[config.mk]
export PLATFORM = sky130hd
export DESIGN_NAME = multicycle_ctrl
export DESIGN_NICKNAME = d
export VERILOG_FILES = /design/src/rtl/mc_pkg.sv /design/src/rtl/mc_out_decode.sv /design/src/rtl/multicycle_ctrl.sv
export SDC_FILE = /design/constraint.sdc
export NUM_CORES = 1
export LEC_CHECK = 0
export CAP_MARGIN = 20
export CORE_MARGIN = 3
export CORE_UTILIZATION = 35
export DETAILED_ROUTE_END_ITERATION = 8
export PLACE_DENSITY = 0.77
export SLEW_MARGIN = 10
export SYNTH_ARGS = -nofsm -noshare
export SYNTH_HDL_FRONTEND = slang
export SYNTH_HIERARCHICAL = 1
export SYNTH_SLANG_ARGS = --single-unit
[constraint.sdc]
create_clock -name CLK -period 1.95 [get_ports CLK]
set_input_delay 0.585 -clock CLK [delete_from_list [all_inputs] [get_ports CLK]]
set_output_delay 0.585 -clock CLK [all_outputs]
set_load 0.005 [all_outputs]
[src/rtl/mc_pkg.sv]
// Shared types and encodings for the multicycle controller: state codes,
// opcodes, ALU/PC select encodings and the packed control word.
package mc_pkg;

  typedef enum logic [3:0] {
    S_FETCH  = 4'd0,
    S_DECODE = 4'd1,
    S_MEMADR = 4'd2,
    S_MEMRD  = 4'd3,
    S_MEMWB  = 4'd4,
    S_MEMWR  = 4'd5,
    S_EXEC   = 4'd6,
    S_ALUWB  = 4'd7,
    S_BRANCH = 4'd8,
    S_ADDIEX = 4'd9,
    S_ADDIWB = 4'd10,
    S_JUMP   = 4'd11
  } state_e;

  localparam logic [5:0] OP_LW    = 6'b100011;
  localparam logic [5:0] OP_SW    = 6'b101011;
  localparam logic [5:0] OP_RTYPE = 6'b000000;
  localparam logic [5:0] OP_BEQ   = 6'b000100;
  localparam logic [5:0] OP_ADDI  = 6'b001000;
  localparam logic [5:0] OP_J     = 6'b000010;

  localparam logic [1:0] ALUOP_ADD   = 2'd0;
  localparam logic [1:0] ALUOP_SUB   = 2'd1;
  localparam logic [1:0] ALUOP_FUNCT = 2'd2;

  localparam logic [1:0] SRCB_REG   = 2'd0;
  localparam logic [1:0] SRCB_FOUR  = 2'd1;
  localparam logic [1:0] SRCB_IMM   = 2'd2;
  localparam logic [1:0] SRCB_BRIMM = 2'd3;

  localparam logic [1:0] PCSRC_ALU    = 2'd0;
  localparam logic [1:0] PCSRC_ALUOUT = 2'd1;
  localparam logic [1:0] PCSRC_JUMP   = 2'd2;

  typedef struct packed {
    logic       pc_write;
    logic       ir_write;
    logic       imm_write;
    logic       mem_read;
    logic       mem_write;
    logic       iord;
    logic       reg_write;
    logic       reg_dst;
    logic       mem_to_reg;
    logic       alu_src_a;
    logic [1:0] alu_src_b;
    logic [1:0] alu_op;
    logic [1:0] pc_src;
    logic       illegal_op;
  } ctrl_t;

  function automatic logic op_known(input logic [5:0] op);
    return op inside {OP_LW, OP_SW, OP_RTYPE, OP_BEQ, OP_ADDI, OP_J};
  endfunction

endpackage

[src/rtl/mc_out_decode.sv]
// Combinational state-to-controls decoder. mem_rdy gates the register/PC
// writes of a FETCH that is still waiting on memory.
module mc_out_decode
  import mc_pkg::*;
(
  input  state_e      state,
  input  logic [5:0]  opcode,
  input  logic        zero,
  input  logic        mem_rdy,
  output ctrl_t       ctrl
);

  always_comb begin
    ctrl = '0;
    unique case (state)
      S_FETCH: begin
        ctrl.mem_read  = 1'b1;
        ctrl.ir_write  = mem_rdy;
        ctrl.pc_write  = mem_rdy;
        ctrl.alu_src_b = SRCB_FOUR;
        ctrl.pc_src    = PCSRC_ALU;
      end
      S_DECODE: begin
        ctrl.imm_write  = 1'b1;
        ctrl.alu_src_b  = SRCB_BRIMM;
        ctrl.illegal_op = !op_known(opcode);
      end
      S_MEMADR, S_ADDIEX: begin
        ctrl.alu_src_a = 1'b1;
        ctrl.alu_src_b = SRCB_IMM;
      end
      S_MEMRD: begin
        ctrl.iord     = 1'b1;
        ctrl.mem_read = 1'b1;
      end
      S_MEMWB: begin
        ctrl.reg_write  = 1'b1;
        ctrl.mem_to_reg = 1'b1;
      end
      S_MEMWR: begin
        ctrl.iord      = 1'b1;
        ctrl.mem_write = 1'b1;
      end
      S_EXEC: begin
        ctrl.alu_src_a = 1'b1;
        ctrl.alu_op    = ALUOP_FUNCT;
      end
      S_ALUWB: begin
        ctrl.reg_write = 1'b1;
        ctrl.reg_dst   = 1'b1;
      end
      S_BRANCH: begin
        ctrl.alu_src_a = 1'b1;
        ctrl.alu_op    = ALUOP_SUB;
        ctrl.pc_src    = PCSRC_ALUOUT;
        ctrl.pc_write  = zero;
      end
      S_ADDIWB: ctrl.reg_write = 1'b1;
      S_JUMP: begin
        ctrl.pc_src   = PCSRC_JUMP;
        ctrl.pc_write = 1'b1;
      end
      default: ctrl = '0;
    endcase
  end

endmodule

[src/rtl/multicycle_ctrl.sv]
// Multicycle MIPS-style control FSM. Define MC_MEMWAIT_EN to make FETCH,
// MEMRD and MEMWR wait on mem_ready; otherwise memory is single-cycle.
module multicycle_ctrl
  import mc_pkg::*;
#(
  parameter int STATE_W = 4
) (
  input  logic               CLK,
  input  logic               reset,
  input  logic [5:0]         opcode,
  input  logic               zero,
  input  logic               mem_ready,
  output logic               pc_write,
  output logic               ir_write,
  output logic               imm_write,
  output logic               mem_read,
  output logic               mem_write,
  output logic               iord,
  output logic               reg_write,
  output logic               reg_dst,
  output logic               mem_to_reg,
  output logic               alu_src_a,
  output logic [1:0]         alu_src_b,
  output logic [1:0]         alu_op,
  output logic [1:0]         pc_src,
  output logic               illegal_op,
  output logic [STATE_W-1:0] state
);

  state_e state_q, state_d;
  ctrl_t  ctrl, ctrl_g;
  logic   mem_rdy;

`ifdef MC_MEMWAIT_EN
  assign mem_rdy = mem_ready;
`else
  logic unused_mem_ready;
  assign unused_mem_ready = mem_ready;
  assign mem_rdy          = 1'b1;
`endif

  always_ff @(posedge CLK) begin
    if (!reset) state_q <= S_FETCH;
    else        state_q <= state_d;
  end

  always_comb begin
    state_d = state_q;
    unique case (state_q)
      S_FETCH:  if (mem_rdy) state_d = S_DECODE;
      S_DECODE: begin
        unique case (opcode)
          OP_LW, OP_SW: state_d = S_MEMADR;
          OP_RTYPE:     state_d = S_EXEC;
          OP_BEQ:       state_d = S_BRANCH;
          OP_ADDI:      state_d = S_ADDIEX;
          OP_J:         state_d = S_JUMP;
          default:      state_d = S_FETCH;
        endcase
      end
      S_MEMADR: state_d = (opcode == OP_SW) ? S_MEMWR : S_MEMRD;
      S_MEMRD:  if (mem_rdy) state_d = S_MEMWB;
      S_MEMWR:  if (mem_rdy) state_d = S_FETCH;
      S_EXEC:   state_d = S_ALUWB;
      S_ADDIEX: state_d = S_ADDIWB;
      default:  state_d = S_FETCH;
    endcase
  end

  mc_out_decode u_dec (
    .state   (state_q),
    .opcode  (opcode),
    .zero    (zero),
    .mem_rdy (mem_rdy),
    .ctrl    (ctrl)
  );

  // Reset silences every control immediately, even before the next edge.
  always_comb begin
    ctrl_g = '0;
    if (reset) ctrl_g = ctrl;
  end

  assign pc_write   = ctrl_g.pc_write;
  assign ir_write   = ctrl_g.ir_write;
  assign imm_write  = ctrl_g.imm_write;
  assign mem_read   = ctrl_g.mem_read;
  assign mem_write  = ctrl_g.mem_write;
  assign iord       = ctrl_g.iord;
  assign reg_write  = ctrl_g.reg_write;
  assign reg_dst    = ctrl_g.reg_dst;
  assign mem_to_reg = ctrl_g.mem_to_reg;
  assign alu_src_a  = ctrl_g.alu_src_a;
  assign alu_src_b  = ctrl_g.alu_src_b;
  assign alu_op     = ctrl_g.alu_op;
  assign pc_src     = ctrl_g.pc_src;
  assign illegal_op = ctrl_g.illegal_op;
  assign state      = reset ? STATE_W'(state_q) : '0;

endmodule

==> metrics.md, run 1 <==
| Metric | Value |
|---|---|
| Post-synth EDFFs | 0 |
| Global-route wire length before repair | 3970 um |
| Total core area | 1580 um2 |
| Die Footprint | 2300 um2 |
| Unrepaired setup endpoints after global routing | true |
| Clk pwr share | 0.280 |
| CP endpoint kind | primary output |
| HPWL after DPL | 1550 um |
| R2R setup slack | 0.60 ns |
| CTS tree | done |
| Area grow syn2layout | 110% |
| Placed Cells | 149 |
| Root Driver | clkbuf_4 |
| Mapped cell area | 616 um2 |
| Crit-path max FO | 2 |
| Synthesized area per cell | 6.84 um2 |
| Worst Skew | 0.00331 ns |
| Seq cells post-synth | 4 |
| WS Path Type | in -> out |
| Share of flip-flops with an asynchronous set or reset | 0 |
| Static Leak | 0.000597 uW |
| Clk pin slew, worst setup/hold paths | 0.04 ns |
| Sw Pwr | 122 uW |
| GRT overflow | 0 |
| Post-DRT Antenna Nets | 0 |
| Die X | 47.9 um |
| Drt first pass iters | 6 |
| Remaining routing DRC violations | 0 |
| Top reg by flops | state_q |
| Max Buffers Root-to-Sink | 2 |
| Drt first-iter violations | 24 |
| Largest net degree at the start of global routing | 13 |
| Share of layout cells above drive strength 1 | 0.548 |
| Fin. max-slew vios | 0 |
| Top cell type's share of synthesized area | 0.224 |
| WL/cell | 18.2 um |
| Routability cong. | 0.817 |
| # hold bufs at CTS | 0 |
| Vias per inst | 5.63 |
| Antenna cells | 0 |
| Synth warn | 6 |
| Tcrit/Tclk final | 1.13 |
| Net Sw Frac | 0.322 |
| Syn_nets | 100 |
| Post-synthesis sequential area ratio | 0.130 |
| Dpl ws | -0.961 ns |
| H-Tree Depth | 1 |
| Vias in the first global route | 844 |
| Final wirelength | 2950 um |
| Hold Fails Final Rpt | 0 |
| Hold Path Stages | 3 |
| Reg power frac | 0.225 |
| Largest regs | state_q: 4 flops |
| Run status | finished, violations left |
| WP data required | 1.36 ns |
| Design Power | 378 uW |
| DIE HEIGHT | 47.9 um |
| VDD IR max | 384 uV |
| Finished layout cell area | 1290 um2 |
| Initial antenna violation count | 0 |
| Crit path DAT | 1.62 ns |
| Post-placement cell area | 1060 um2 |
| Commonest non-fill, non-tap cell in the layout | and2_1 |
| Final count of negative-setup-slack endpoints | 7 |
| Row count | 14 |
| Non-filler instance count after layout | 162 |
| CTS Buf Count | 3 |
| Commonest cells after routing, fill and taps aside | 20 x and2_1, 17 x buf_6, 16 x buf_4, 12 x buf_2, 7 x dlygate4sd2_1 |
| Port bufs | 29 |
| Max FFs per register | 4 |
| Num ports | 31 |
| Yosys cell types | 36 |
| Final Worst Setup Slack | -0.256 ns |
| Layout net count | 158 |
| Fin util | 0.818 |
| Top FF cell, synth | dfxtp_1 |
| Internal power | 256 uW |
| Pwr dens | 293 nW/um2 |
| Cells after synthesis | 90 |
| Initial core utilization | 0.390 |
| Max Cap Viol | 0 |
| Synth area leader | and2_1 |
| F_max | 453 MHz |
| Failing checks | negative setup slack |
| Worst skew pair latency | 0.24 ns |
| Startpoint types | primary input |
| FILL cells | 102 |
| R2R cell count | 6 |
| Logic gate share of total power | 0.495 |
| Crit path time final | 2.21 ns |
| Min-delay worst type | reg -> reg |
| # clock sinks | 4 |
| Top cells by area, synth | and2_1 22%, dfxtp_1 13%, nand2b_1 5.1%, a21oi_1 4.1%, nor2_1 3.7% |
| Total track usage | 0.256 |
| Total number of vias | 912 |
[worst paths after layout]
| path | to | start |
|---|---|---|
| worst max-delay path | illegal_op | opcode[2] |
| worst min-delay path | state_q[0] | state_q[0] |
| worst max register to register | state_q[2] | state_q[1] |
| worst min register to register | state_q[0] | state_q[0] |
[through the flow]
step	hold slack, ns	setup TNS [ns]
2_1_floorplan	0.550	-0.0356
3_3_place_gp	0.653	-11.60
3_5_place_dp	0.661	-11.96
4_1_cts	0.680	-0.616
5_1_grt	0.691	-1.09
6_report	0.669	-0.642
[logic make-up after synthesis]
logic type,after synthesis,share of synthesized area
adders and majority gates,1,0.0183
DFF,4,0.130
AOI/OAI and AO/OA,20,0.215
buffers and inverters,8,0.0630
xor gates and xnor gates,3,0.0427
other,1,0.00609
and+or+nand+nor,53,0.524
[cell type report]
type	count	area [um2]	share of cell area
multi-input cells	78	622	0.482
repair buffers	59	526	0.407
flip-flops and latches	4	92.6	0.0718
clock buffers	3	22.5	0.0175
well taps	16	20.0	0.0155
inverters	2	7.51	0.00582
[power by group through the flow]
| stage | combinational, uW | sequential [uW] | clock, uW |
|---|---|---|---|
| final | 187 | 85.0 | 106 |
| after global routing | 198 | 85.0 | 114 |
| after CTS | 152 | 85.9 | 108 |
| after detailed placement | 132 | 90.7 | 0 |
| after global placement | 129 | 90.5 | 0 |
| after floorplan | 50.2 | 91.7 | 0 |
[routing by layer]
metal | vias up | part of all wire | routed length (um) | global-route usage
li1 | 426 | - | - | -
met1 | 427 | 0.39 | 1150 | 0.275
met2 | 49 | 0.51 | 1510 | 0.470
met3 | 10 | 0.057 | 169 | 0.0526
met5 | - | 0 | 0 | 0
met4 | 0 | 0.039 | 114 | 0.118
[critical path: stages]
cell and delay, ns:
buf_6 0.09, maj3_2 0.29, o31a_1 0.24, o21a_1 0.17, and2_4 0.14, buf_6 0.11
[what timing repair did]
item                       CTS  global route
setup endpoints to repair   24            18
buffers inserted             8             3
cloned                       1             0
resized for setup           97            38
pin swaps                   17            22
[synth_stat cells, drive strengths merged, types with 3 or more instances]
library cell	n
and2	22
nand2b	6
nor2	6
nor3	6
a21oi	5
o21ai	5
dfxtp	4
buf	3
clkbuf	3
nand2	3
(Power assumes the default switching activity.)
==> run 2: changes to the inputs <==
- SKIP_LAST_GASP: default -> 1
- SLEW_MARGIN: 10 -> default
==> run 2 against run 1 <==
Core utilization grew 3.3 points. Register-to-register slack lost 0.03 ns. Wire length shrank 7.6%. Sequential power is essentially flat. Final area grew 4.0%. Flip-flop and latch count is the same. Non-clock buffer count grew 2. Clock-buffer cell count is the same. Clock skew shrank 0.0032 ns. Total power grew 3.4%. Setup slack gained 0.00095 ns. Final cell count grew 1.2%. The run still ends with negative setup slack left.
==> metrics.md, run 2 (synthesis gave the netlist of run 1 again) <==
| Metric | Value |
|---|---|
| Tcrit/Tclk final | 1.13 |
| Antenna cells | 0 |
| Failing checks | negative setup slack |
| Min-delay worst type | reg -> reg |
| Commonest cells after routing, fill and taps aside | 19 x and2_1, 17 x buf_6, 17 x buf_4, 11 x buf_2, 7 x dlygate4sd2_1 |
| Delay-heaviest family, CP | compound AO/OA/AOI/OAI gates |
| FILL cells | 87 |
| Static Leak | 0.000622 uW |
| Startpoint types | primary input |
| Worst skew pair latency | 0.24 ns |
| Worst R2R Start | state_q[1] |
| Area grow syn2layout | 118% |
| Total track usage | 0.237 |
| Design Power | 391 uW |
| CP endpoint kind | primary output |
| CP max-delay cell | maj3_2 |
| WS Path Type | in -> out |
| R2R setup slack | 0.57 ns |
| Internal power | 269 uW |
| WP buf/inv | 2 |
| Crit path DAT | 1.62 ns |
| Crit path time final | 2.20 ns |
| Hold Path Stages | 3 |
| Num ports | 31 |
| Worst hold path endpoint | state_q[0] |
| Vias per inst | 5.48 |
| Layout net count | 160 |
| Row count | 14 |
| Root Driver | clkbuf_4 |
| Port bufs | 29 |
| Max Cap Viol | 0 |
| Remaining routing DRC violations | 0 |
| Share of layout cells above drive strength 1 | 0.574 |
| R2R cell count | 6 |
| Fin. max-slew vios | 0 |
| Sw Pwr | 122 uW |
| Initial core utilization | 0.390 |
| Drt first pass iters | 4 |
| Die X | 47.9 um |
| Largest regs | state_q: 4 flops |
| Finished layout cell area | 1340 um2 |
| Reg power frac | 0.218 |
| Placed Cells | 149 |
| Largest net degree at the start of global routing | 13 |
| Slowest stage delay, CP | 0.29 ns |
| Top reg by flops | state_q |
| Crit-path max FO | 2 |
| Logic gate share of total power | 0.516 |
| Total number of vias | 898 |
| Total core area | 1580 um2 |
| Initial antenna violation count | 0 |
| Final count of negative-setup-slack endpoints | 9 |
| Pwr dens | 291 nW/um2 |
| CTS tree | done |
| H-Tree Depth | 1 |
| Commonest non-fill, non-tap cell in the layout | and2_1 |
| WP data required | 1.36 ns |
| HPWL after DPL | 1550 um |
| Die Footprint | 2300 um2 |
| HP Start | state_q[0] |
| Post-placement cell area | 1060 um2 |
| VDD IR max | 371 uV |
| F_max | 454 MHz |
| Worst Skew | 0.000150 ns |
| Non-filler instance count after layout | 164 |
| Critical-path cell list | buf_6, maj3_2, o31a_1, o21a_1, and2_4, buf_6 |
| Max FFs per register | 4 |
| Max Buffers Root-to-Sink | 2 |
| R2r endpoint | state_q[2] |
| Run status | finished, violations left |
| # clock sinks | 4 |
| GRT overflow | 0 |
| Post-DRT Antenna Nets | 0 |
| CTS Buf Count | 3 |
| DIE HEIGHT | 47.9 um |
| Hold Fails Final Rpt | 0 |
| Net Sw Frac | 0.311 |
| WL/cell | 16.6 um |
| Global-route wire length before repair | 3750 um |
| Clk pin slew, worst setup/hold paths | 0.04 ns |
| Routability cong. | 0.817 |
| Critical Path Most Common Cell | buf_6 |
| Clk pwr share | 0.266 |
| Vias in the first global route | 824 |
| Drt first-iter violations | 19 |
| # hold bufs at CTS | 0 |
| Final wirelength | 2720 um |
| Final Worst Setup Slack | -0.255 ns |
| Unrepaired setup endpoints after global routing | true |
## run 2: repair_timing
item | in CTS | in global routing
hold endpoints to repair | 0 | 0
buffers inserted | 8 | 5
gates cloned | 1 | 0
resized for setup | 85 | 52
setup endpoints to repair | 24 | 20
pin swaps | 14 | 21
## run 2: area by class of cell
type,instances,area [um2],area share
Multi-Input combinational cell,78,646,0.481
Clock buffer,3,22.5,0.0168
Tap cell,16,20.0,0.0149
Inverter,2,7.51,0.00560
Sequential cell,4,92.6,0.0690
Timing Repair Buffer,61,553,0.412
## run 2: worst max-delay path by stage
stage | cells after the start | to | from
after floorplan | 4 | illegal_op | opcode[2]
after global placement | 6 | illegal_op | opcode[2]
after detailed placement | 6 | illegal_op | opcode[1]
after CTS | 6 | illegal_op | opcode[2]
after global routing | 6 | illegal_op | opcode[2]
final | 6 | illegal_op | opcode[2]
## run 2: worst min-delay path, cell delays in order, from the launching register on
cell,delay (ns)
dfxtp_4,0.34
buf_6,0.12
o31ai_4,0.06
o2111a_1,0.10
## run 2: stage by stage
step	hold WS, ns	util	setup TNS [ns]	setup WS [ns]
global route	0.679	0.851	-1.40	-0.275
detailed placement	0.661	0.671	-11.96	-0.961
floorplan	0.550	-	-0.0356	-0.0356
global placement	0.653	0.671	-11.60	-0.913
CTS	0.675	0.763	-0.971	-0.300
finish	0.662	0.851	-0.891	-0.255
## run 2: per-layer routing
metal  vias to the layer above  share of wire  track usage
met2                        38           0.49        0.446
met1                       416           0.43        0.248
met5                         -              0            0
met3                         8          0.053       0.0489
met4                         0          0.030        0.102
li1                        436              -            -
## run 2: power groups by stage
stage / Sequential (uW) / Clock (uW) / Combinational (uW)
2_1_floorplan: 91.7 / 0 / 50.2
3_3_place_gp: 90.5 / 0 / 129
3_5_place_dp: 90.7 / 0 / 132
4_1_cts: 85.9 / 108 / 150
5_1_grt: 85.1 / 112 / 215
6_report: 85.0 / 104 / 202
==> run 3: changes to the inputs <==
- CORE_MARGIN: 3 -> 2
- CTS_CLUSTER_SIZE: default -> 10
- RECOVER_POWER: default -> 50
==> run 3 against run 2 <==
The run still ends with negative setup slack left. Clock skew increased by 0.016 ns. Non-clock buffer count decreased by 1. Final cell count is the same. First-iteration DRC count increased by 26%. Critical path depth did not move. Sequential power is 0.8% higher. Fmax shrank 0.58%. Critical endpoint unchanged. Largest cell class unchanged. Largest power group unchanged.
==> metrics.md, run 3 (synthesis gave the netlist of run 1 again) <==
| Metric | Value |
|---|---|
| Run status | finished, violations left |
| Failing checks | negative setup slack |
| Final wirelength | 2640 um |
| Total number of vias | 915 |
| Port bufs | 29 |
| Worst skew pair latency | 0.26 ns |
| Vias per inst | 5.58 |
| Share of layout cells above drive strength 1 | 0.537 |
| HPWL after DPL | 1450 um |
| Commonest cells after routing, fill and taps aside | 20 x and2_1, 17 x buf_4, 15 x buf_6, 10 x buf_2, 8 x dlygate4sd2_1 |
| Final Worst Setup Slack | -0.268 ns |
| VDD IR max | 233 uV |
| Largest net degree at the start of global routing | 13 |
| Area grow syn2layout | 106% |
| Drt first pass iters | 4 |
| DIE HEIGHT | 45.9 um |
| Fin. max-slew vios | 0 |
| Die X | 45.9 um |
| Commonest non-fill, non-tap cell in the layout | and2_1 |
| # clock sinks | 4 |
| Layout net count | 159 |
| Hold Fails Final Rpt | 0 |
| Finished layout cell area | 1270 um2 |
| Initial antenna violation count | 0 |
| WS Path Type | in -> out |
| Final count of negative-setup-slack endpoints | 4 |
| Crit path DAT | 1.63 ns |
| Row count | 15 |
| CP endpoint kind | primary output |
| Static Leak | 0.000576 uW |
| CTS tree | done |
| Grt met3 use | 0.0556 |
| Startpoint types | primary input |
| Max Buffers Root-to-Sink | 2 |
| Initial core utilization | 0.364 |
| Vias in the first global route | 812 |
| Post-DRT Antenna Nets | 0 |
| Remaining routing DRC violations | 0 |
| Fin Hold WS | 0.755 ns |
| Largest regs | state_q: 4 flops |
| Drt first-iter violations | 24 |
| Tcrit/Tclk final | 1.14 |
| Crit-path max FO | 2 |
| WL/cell | 16.1 um |
| Min-delay worst type | in -> reg |
| Die Footprint | 2110 um2 |
| CTS Buf Count | 3 |
| Num ports | 31 |
| Max Cap Viol | 0 |
| Antenna cells | 0 |
| Post-placement cell area | 1070 um2 |
| Grt met2 use | 0.453 |
| Total core area | 1690 um2 |
| Top reg by flops | state_q |
| Max FFs per register | 4 |
| Global-route wire length before repair | 3640 um |
| Clk pin slew, worst setup/hold paths | 0.05 ns |
| GR peak layer | met2 |
| F_max | 451 MHz |
| GRT overflow | 0 |
| Met1 usage | 0.254 |
| Pwr dens | 296 nW/um2 |
| Unrepaired setup endpoints after global routing | true |
| Total track usage | 0.245 |
| Root Driver | clkbuf_4 |
| Routability cong. | 0.794 |
| Worst Skew | 0.0158 ns |
| WP data required | 1.36 ns |
| H-Tree Depth | 1 |
| Crit path time final | 2.22 ns |
run 3: cell count changes in the layout (fill, tap and decap cells not counted), moves of 2 or more:
cell	previous run	this run
buf_6	17	15
clkdlybuf4s15_1	2	0
buf_12	2	0
and2_4	3	1
clkbuf_2	3	6
run 3: report_power, final:
part | switching [uW] | internal, uW | total (uW)
clock network | 46.3 | 69.6 | 116
logic | 77.1 | 95.7 | 173
registers | 3.39 | 82.3 | 85.7
total | 127 | 248 | 375
run 3: worst paths after layout:
path | to | depth (start not counted) | slack (ns) | start
max | illegal_op | 6 | -0.27 | opcode[1]
min | state_q[2] | 5 | 0.76 | opcode[3]
max reg2reg | state_q[1] | 6 | 0.60 | state_q[3]
min reg2reg | state_q[2] | 4 | 0.80 | state_q[2]
run 3: metrics by stage:
stage / setup WS (ns) / TNS (ns) / cells / utilization / total power, uW
after floorplan: -0.0356 / -0.0356 / 90 / - / 142
after global placement: -0.911 / -11.38 / 152 / 0.636 / 219
after detailed placement: -0.956 / -11.81 / 152 / 0.636 / 224
after CTS: -0.307 / -0.922 / 163 / 0.721 / 353
after global routing: -0.282 / -1.02 / 164 / 0.750 / 393
final: -0.268 / -0.507 / 164 / 0.750 / 375
run 3: layout make-up:
| cell class | instances | area, um2 |
|---|---|---|
| Multi-Input combinational cell | 78 | 627 |
| Sequential cell | 4 | 92.6 |
| Timing Repair Buffer | 60 | 495 |
| Inverter | 2 | 7.51 |
| Tap cell | 17 | 21.3 |
| Fill cell | 105 | 423 |
| Clock buffer | 3 | 22.5 |
run 3: what timing repair did:
| item | in CTS | in global routing |
|---|---|---|
| cloned | 1 | 0 |
| hold buffers | 0 | 0 |
| endpoints found under the setup margin | 24 | 18 |
| setup buffers | 8 | 1 |
| resized for setup | 102 | 28 |
| pin swaps | 21 | 21 |
run 3: routing by layer:
| layer | wire (um) | vias up |
|---|---|---|
| met5 | 0 | - |
| met4 | 3 | 0 |
| met3 | 176 | 2 |
| met2 | 1500 | 44 |
| met1 | 959 | 441 |
| li1 | - | 428 |
run 3: worst max-delay path, stage by stage:
cell and delay (ns):
buf_6 0.10, maj3_2 0.30, o31a_1 0.24, o21a_1 0.17, and2_4 0.14, buf_6 0.11
==> RTL change 1 (settings of run 2) <==
Build with the macro `MC_MEMWAIT_EN` defined.
--- a/src/rtl/multicycle_ctrl.sv
+++ b/src/rtl/multicycle_ctrl.sv
@@ -1,5 +1,7 @@
 // Multicycle MIPS-style control FSM. Define MC_MEMWAIT_EN to make FETCH,
 // MEMRD and MEMWR wait on mem_ready; otherwise memory is single-cycle.
+`define MC_MEMWAIT_EN
+
 module multicycle_ctrl
   import mc_pkg::*;
 #(
Function: changed (Yosys sat finds a counterexample within 4 cycles, from zero or initial values and one cycle with reset low).
==> RTL change 1 against run 2 <==
- the flow still finishes with violations (negative setup slack)
- fmax decreased by 0.15%
- via count up 8.8%
- largest power group unchanged
- largest cell class unchanged
- setup slack got worse by 0.0033 ns
- power rose by 12%
- cell area fell by 0.65%
- critical path depth unchanged
- register-to-register slack lost 0.35 ns
- area after synthesis up 17%
- routed wire length fell by 0.84%
- sequential cell count unchanged
==> RTL change 1: results (changes against run 2) <==
Outcome:
- Result of the run: finished, violations left (unchanged).
- Failing checks: negative setup slack (unchanged).

Global route:
- The wire length of the first global-routing pass was 4180 um (was 3750 um).
- The total track usage is 20.6% (was 23.7%).
- The number of global-route vias before repair is 989 (was 824).
- The met1 layer usage reported by global route is 20.4% (was 24.8%).

Layout:
- The fill cell total of the finished layout is 142 (was 87).
- The proportion of layout cells with a drive suffix above 1 is 47.8% (was 57.4%).

Logic synthesis:
- The number of distinct library cells after synthesis was 44 (was 36).
- The post-synthesis net count is 112 (was 100).
- The dominant synthesized flop cell is sky130_fd_sc_hd__dfxtp_1 (unchanged).
- The fraction of the yosys area taken by sequential cells is 11.1% (was 13.0%).
- The mean instance size in the synthesized netlist is 7.04 sq um (was 6.84 sq um).
- Biggest area contributors in the synthesized netlist: sky130_fd_sc_hd__and2_1 19%, sky130_fd_sc_hd__dfxtp_1 11%, sky130_fd_sc_hd__nand2b_1 6.1% (was sky130_fd_sc_hd__and2_1 22%, sky130_fd_sc_hd__dfxtp_1 13%, sky130_fd_sc_hd__nand2b_1 5.1%).
- Most frequent cells after synthesis: 22 x sky130_fd_sc_hd__and2_1, 9 x sky130_fd_sc_hd__nor2_1, 7 x sky130_fd_sc_hd__nand2b_1, 5 x sky130_fd_sc_hd__nand2_1 (was 22 x sky130_fd_sc_hd__and2_1, 6 x sky130_fd_sc_hd__nor2_1, 5 x sky130_fd_sc_hd__a21oi_1, 5 x sky130_fd_sc_hd__nand2b_1).

Power and ir drop:
- The worst vdd rail ir drop came to 0.197 mV (was 0.371 mV).

Place:
- The post-detailed-placement half-perimeter wirelength is 1640 um (was 1550 um).
- The count of buffers from port buffering is 30 (was 29).
- The total placed instance area is 1190 sq um (was 1060 sq um).
- The worst setup slack before clock tree synthesis came to -0.964 ns (was -0.961 ns).
- The weighted congestion at the end of routability-driven global placement came to 0.895 (was 0.817).

Setup path:
- The start of the worst register-to-register path was state_q[3]$_SDFFE_PN0P_ (was state_q[1]$_SDFF_PN0_).
- The capture point of the worst reg-to-reg path is state_q[3]$_SDFFE_PN0P_ (was state_q[2]$_SDFF_PN0_).
- The worst-case register-to-register setup slack is 0.22 ns (was 0.57 ns).

Detailed routing:
- The number of design-rule violations left by the first detailed-router iteration is 13 (was 19).
- The met3 wire length is 140 um (was 143 um).
- The routed length on met1 is 1060 um (was 1170 um).
- The total routed wirelength was 2700 um (was 2720 um).
- The via count normalized by instance count is 5.37 (was 5.48).
- The routed length on met2 is 1400 um (was 1330 um).

STA:
- The setup clock skew after layout came to 0.000373 ns (was 0.000150 ns).
- The smallest hold slack is 0.676 ns (was 0.662 ns).
- The number of failing setup endpoints in the final timing report is 5 (was 9).
- The setup TNS after final layout is -0.516 ns (was -0.891 ns).
- The worst path setup slack after routing was -0.258 ns (was -0.255 ns).

Min path:
- The startpoint of the tightest hold check path was state_q[2]$_SDFFE_PN0P_ (was state_q[0]$_SDFF_PN0_).
- The capture endpoint of the worst hold path is state_q[2]$_SDFFE_PN0P_ (was state_q[0]$_SDFF_PN0_).
- The instance count along the most critical hold path is 3 (unchanged).
[RTL change 1: cell type report]
cell class	count	share of cell area, %
clock buffer	3	1.69
timing repair buffer	60	38.2
sequential	4	6.95
multi-input combinational	90	50.8
tap	25	2.35
[RTL change 1: power by group]
group / total [uW] / internal (uW) / switching (uW) / leakage, uW
Clock: 103 / 68.9 / 34.1 / 0.0000138
Sequential: 90.6 / 85.1 / 5.52 / 0.0000352
Combinational: 243 / 143 / 100 / 0.000581
[RTL change 1: repair_timing]
action,4_1_cts,5_1_grt
resized for setup,81,27
endpoints found under the hold margin,0,0
cloned,1,0
endpoints found under the setup margin,25,16
pin swaps,11,8
setup buffers,3,3
[RTL change 1: logic make-up after synthesis]
kind of cell | share of synthesized area, %
fa+ha+maj | 1.57
compound gates | 24.0
simple gates | 53.7
buf+inv | 5.92
xor+xnor | 3.66
flops | 11.2
==> RTL change 2 (flow settings as in run 2) <==
Made on the original files. Make the reset (`reset`) asynchronous in one clocked block.
--- a/src/rtl/multicycle_ctrl.sv
+++ b/src/rtl/multicycle_ctrl.sv
@@ -39,7 +39,7 @@
   assign mem_rdy          = 1'b1;
 `endif
 
-  always_ff @(posedge CLK) begin
+  always_ff @(posedge CLK or negedge reset) begin
     if (!reset) state_q <= S_FETCH;
     else        state_q <= state_d;
   end
Formal check against the unedited RTL: same outputs for any inputs over 10 cycles, from zero or initial values and one cycle with reset low; that may be too few to reach the edited logic, so the function may still have changed.
==> RTL change 2 against run 2 <==
- the flow still finishes with violations (negative setup slack)
- area after synthesis rose by 2.6%
- routed wire length rose by 24%
- count of clock-buffer cells in the layout stayed put
- synthesized cell count fell by 6.7%
- setup slack got worse by 0.086 ns
- critical path depth rose by 1
- cell area grew 7.2%
- core utilization is 5.1 points higher
- highest routed layer unchanged
- die area increased by 2.3%
- sequential cell count did not move
Power is left out: it rests on default switching activity, and per cell area and clock period it moved more than threefold.
==> RTL change 2: results (changes against run 2) <==
Layout:
- The proportion of layout cells with a drive suffix above 1 is 65.8% (was 57.4%).
- The fill cell total of the finished layout is 72 (was 87).
- The growth of design area from synthesis to finish is 128% (was 118%).
- The final layout net count is 164 (was 160).

Logic synthesis:
- Most frequent cells after synthesis: 22 x sky130_fd_sc_hd__and2_1, 6 x sky130_fd_sc_hd__nor2_1, 5 x sky130_fd_sc_hd__nand2_1, 5 x sky130_fd_sc_hd__nor3_1 (was 22 x sky130_fd_sc_hd__and2_1, 6 x sky130_fd_sc_hd__nor2_1, 5 x sky130_fd_sc_hd__a21oi_1, 5 x sky130_fd_sc_hd__nand2b_1).
- Biggest area contributors in the synthesized netlist: sky130_fd_sc_hd__and2_1 22%, sky130_fd_sc_hd__dfrtp_1 16%, sky130_fd_sc_hd__nand2b_1 4.0% (was sky130_fd_sc_hd__and2_1 22%, sky130_fd_sc_hd__dfxtp_1 13%, sky130_fd_sc_hd__nand2b_1 5.1%).
- The number of distinct library cells after synthesis was 37 (was 36).
- The fraction of registers with async set/reset is 100% (was 0%).
- The post-synthesis compound-gate area fraction was 19.8% (was 21.5%).
- The post-synthesis net count was 94 (was 100).
- The adder-cell share of the synthesized area is 1.78% (was 1.83%).

Setup path:
- The biggest fanout along the worst timing path is 4 (was 2).
- The arrival time of the worst setup path was 1.71 ns (was 1.62 ns).
- The family with the most delay on the worst path is simple AND/OR/NAND/NOR gates (was compound AO/OA/AOI/OAI gates).
- The library cell contributing the largest single delay on the critical path is sky130_fd_sc_hd__dfrtp_2 (was sky130_fd_sc_hd__maj3_2).
- The largest stage delay on the critical path is 0.42 ns (was 0.29 ns).

STA:
- The worst path setup slack after routing is -0.341 ns (was -0.255 ns).
- The setup TNS after final layout is -2.50 ns (was -0.891 ns).
- The setup clock skew after layout is 0.0118 ns (was 0.000150 ns).
- The number of failing setup endpoints in the final timing report is 18 (was 9).

Place:
- The post-detailed-placement half-perimeter wirelength is 1450 um (was 1550 um).
- The weighted congestion at the end of routability-driven global placement is 0.760 (was 0.817).
- The post-placement cell count is 153 (was 149).
- The total placed instance area was 1090 sq um (was 1060 sq um).
- The worst setup slack before clock tree synthesis is -0.953 ns (was -0.961 ns).

Detailed routing:
- The number of design-rule violations left by the first detailed-router iteration is 50 (was 19).
- The total routed wirelength is 3380 um (was 2720 um).
- The via count normalized by instance count is 5.69 (was 5.48).

Outcome:
- Result of the run: finished, violations left (unchanged).
- Failing checks: negative setup slack (unchanged).

Global route:
- The total track usage came to 24.2% (was 23.7%).
- The pin count of the biggest net entering global routing came to 12 (was 13).
[RTL change 2: cell types whose count changed after synthesis, sizes merged, moves of 2 or more]
cell,run 2,this run
a21oi,5,1
o21ai,5,3
dfxtp,4,0
nand2,3,5
dfrtp,0,4
[RTL change 2: layout make-up]
type                       instances  share of cell area [%]
sequential                         4                    7.22
multi-input combinational         73                    43.3
inverter                           1                   0.261
timing repair buffer              71                    45.6
clock buffer                       3                    1.57
tap                               24                    2.09
[RTL change 2: path summary, 6_finish.rpt]
check,from,end,slack (ns),cells after the start
setup / recovery,state_q[3]$_DFF_PN0_,pc_write,-0.34,7
max in group asynchronous,reset,state_q[1]$_DFF_PN0_,1.27,3
setup reg to reg,state_q[1]$_DFF_PN0_,state_q[3]$_DFF_PN0_,0.40,6
hold / removal,reset,state_q[3]$_DFF_PN0_,0.54,3
min in group CLK,state_q[3]$_DFF_PN0_,state_q[0]$_DFF_PN0_,0.71,3
hold reg to reg,state_q[3]$_DFF_PN0_,state_q[0]$_DFF_PN0_,0.71,3
[RTL change 2: per-layer routing]
layer | wire (um) | share of wire, % | GRT usage (%)
met1 | 1330 | 39 | 25.6
met2 | 1640 | 49 | 47.7
met3 | 253 | 7.5 | 2.76
met4 | 159 | 4.7 | 9.95
met5 | 0 | 0 | 0
[RTL change 2: logic make-up (layout without fill, tap and decap cells)]
logic type                 Yosys count  after routing
DFF                                  4              4
AOI/OAI and AO/OA                   15             15
buffers and inverters                7             75
and+or+nand+nor                     53             53
xor gates and xnor gates             3              3
adders and majority gates            1              1
other                                1              1
[RTL change 2: timing repair]
item                                    in CTS  in global routing
setup buffers                               15                  9
pin swaps                                   26                 21
resized for setup                          115                 39
endpoints found under the setup margin      21                 21
gates cloned                                 1                  0
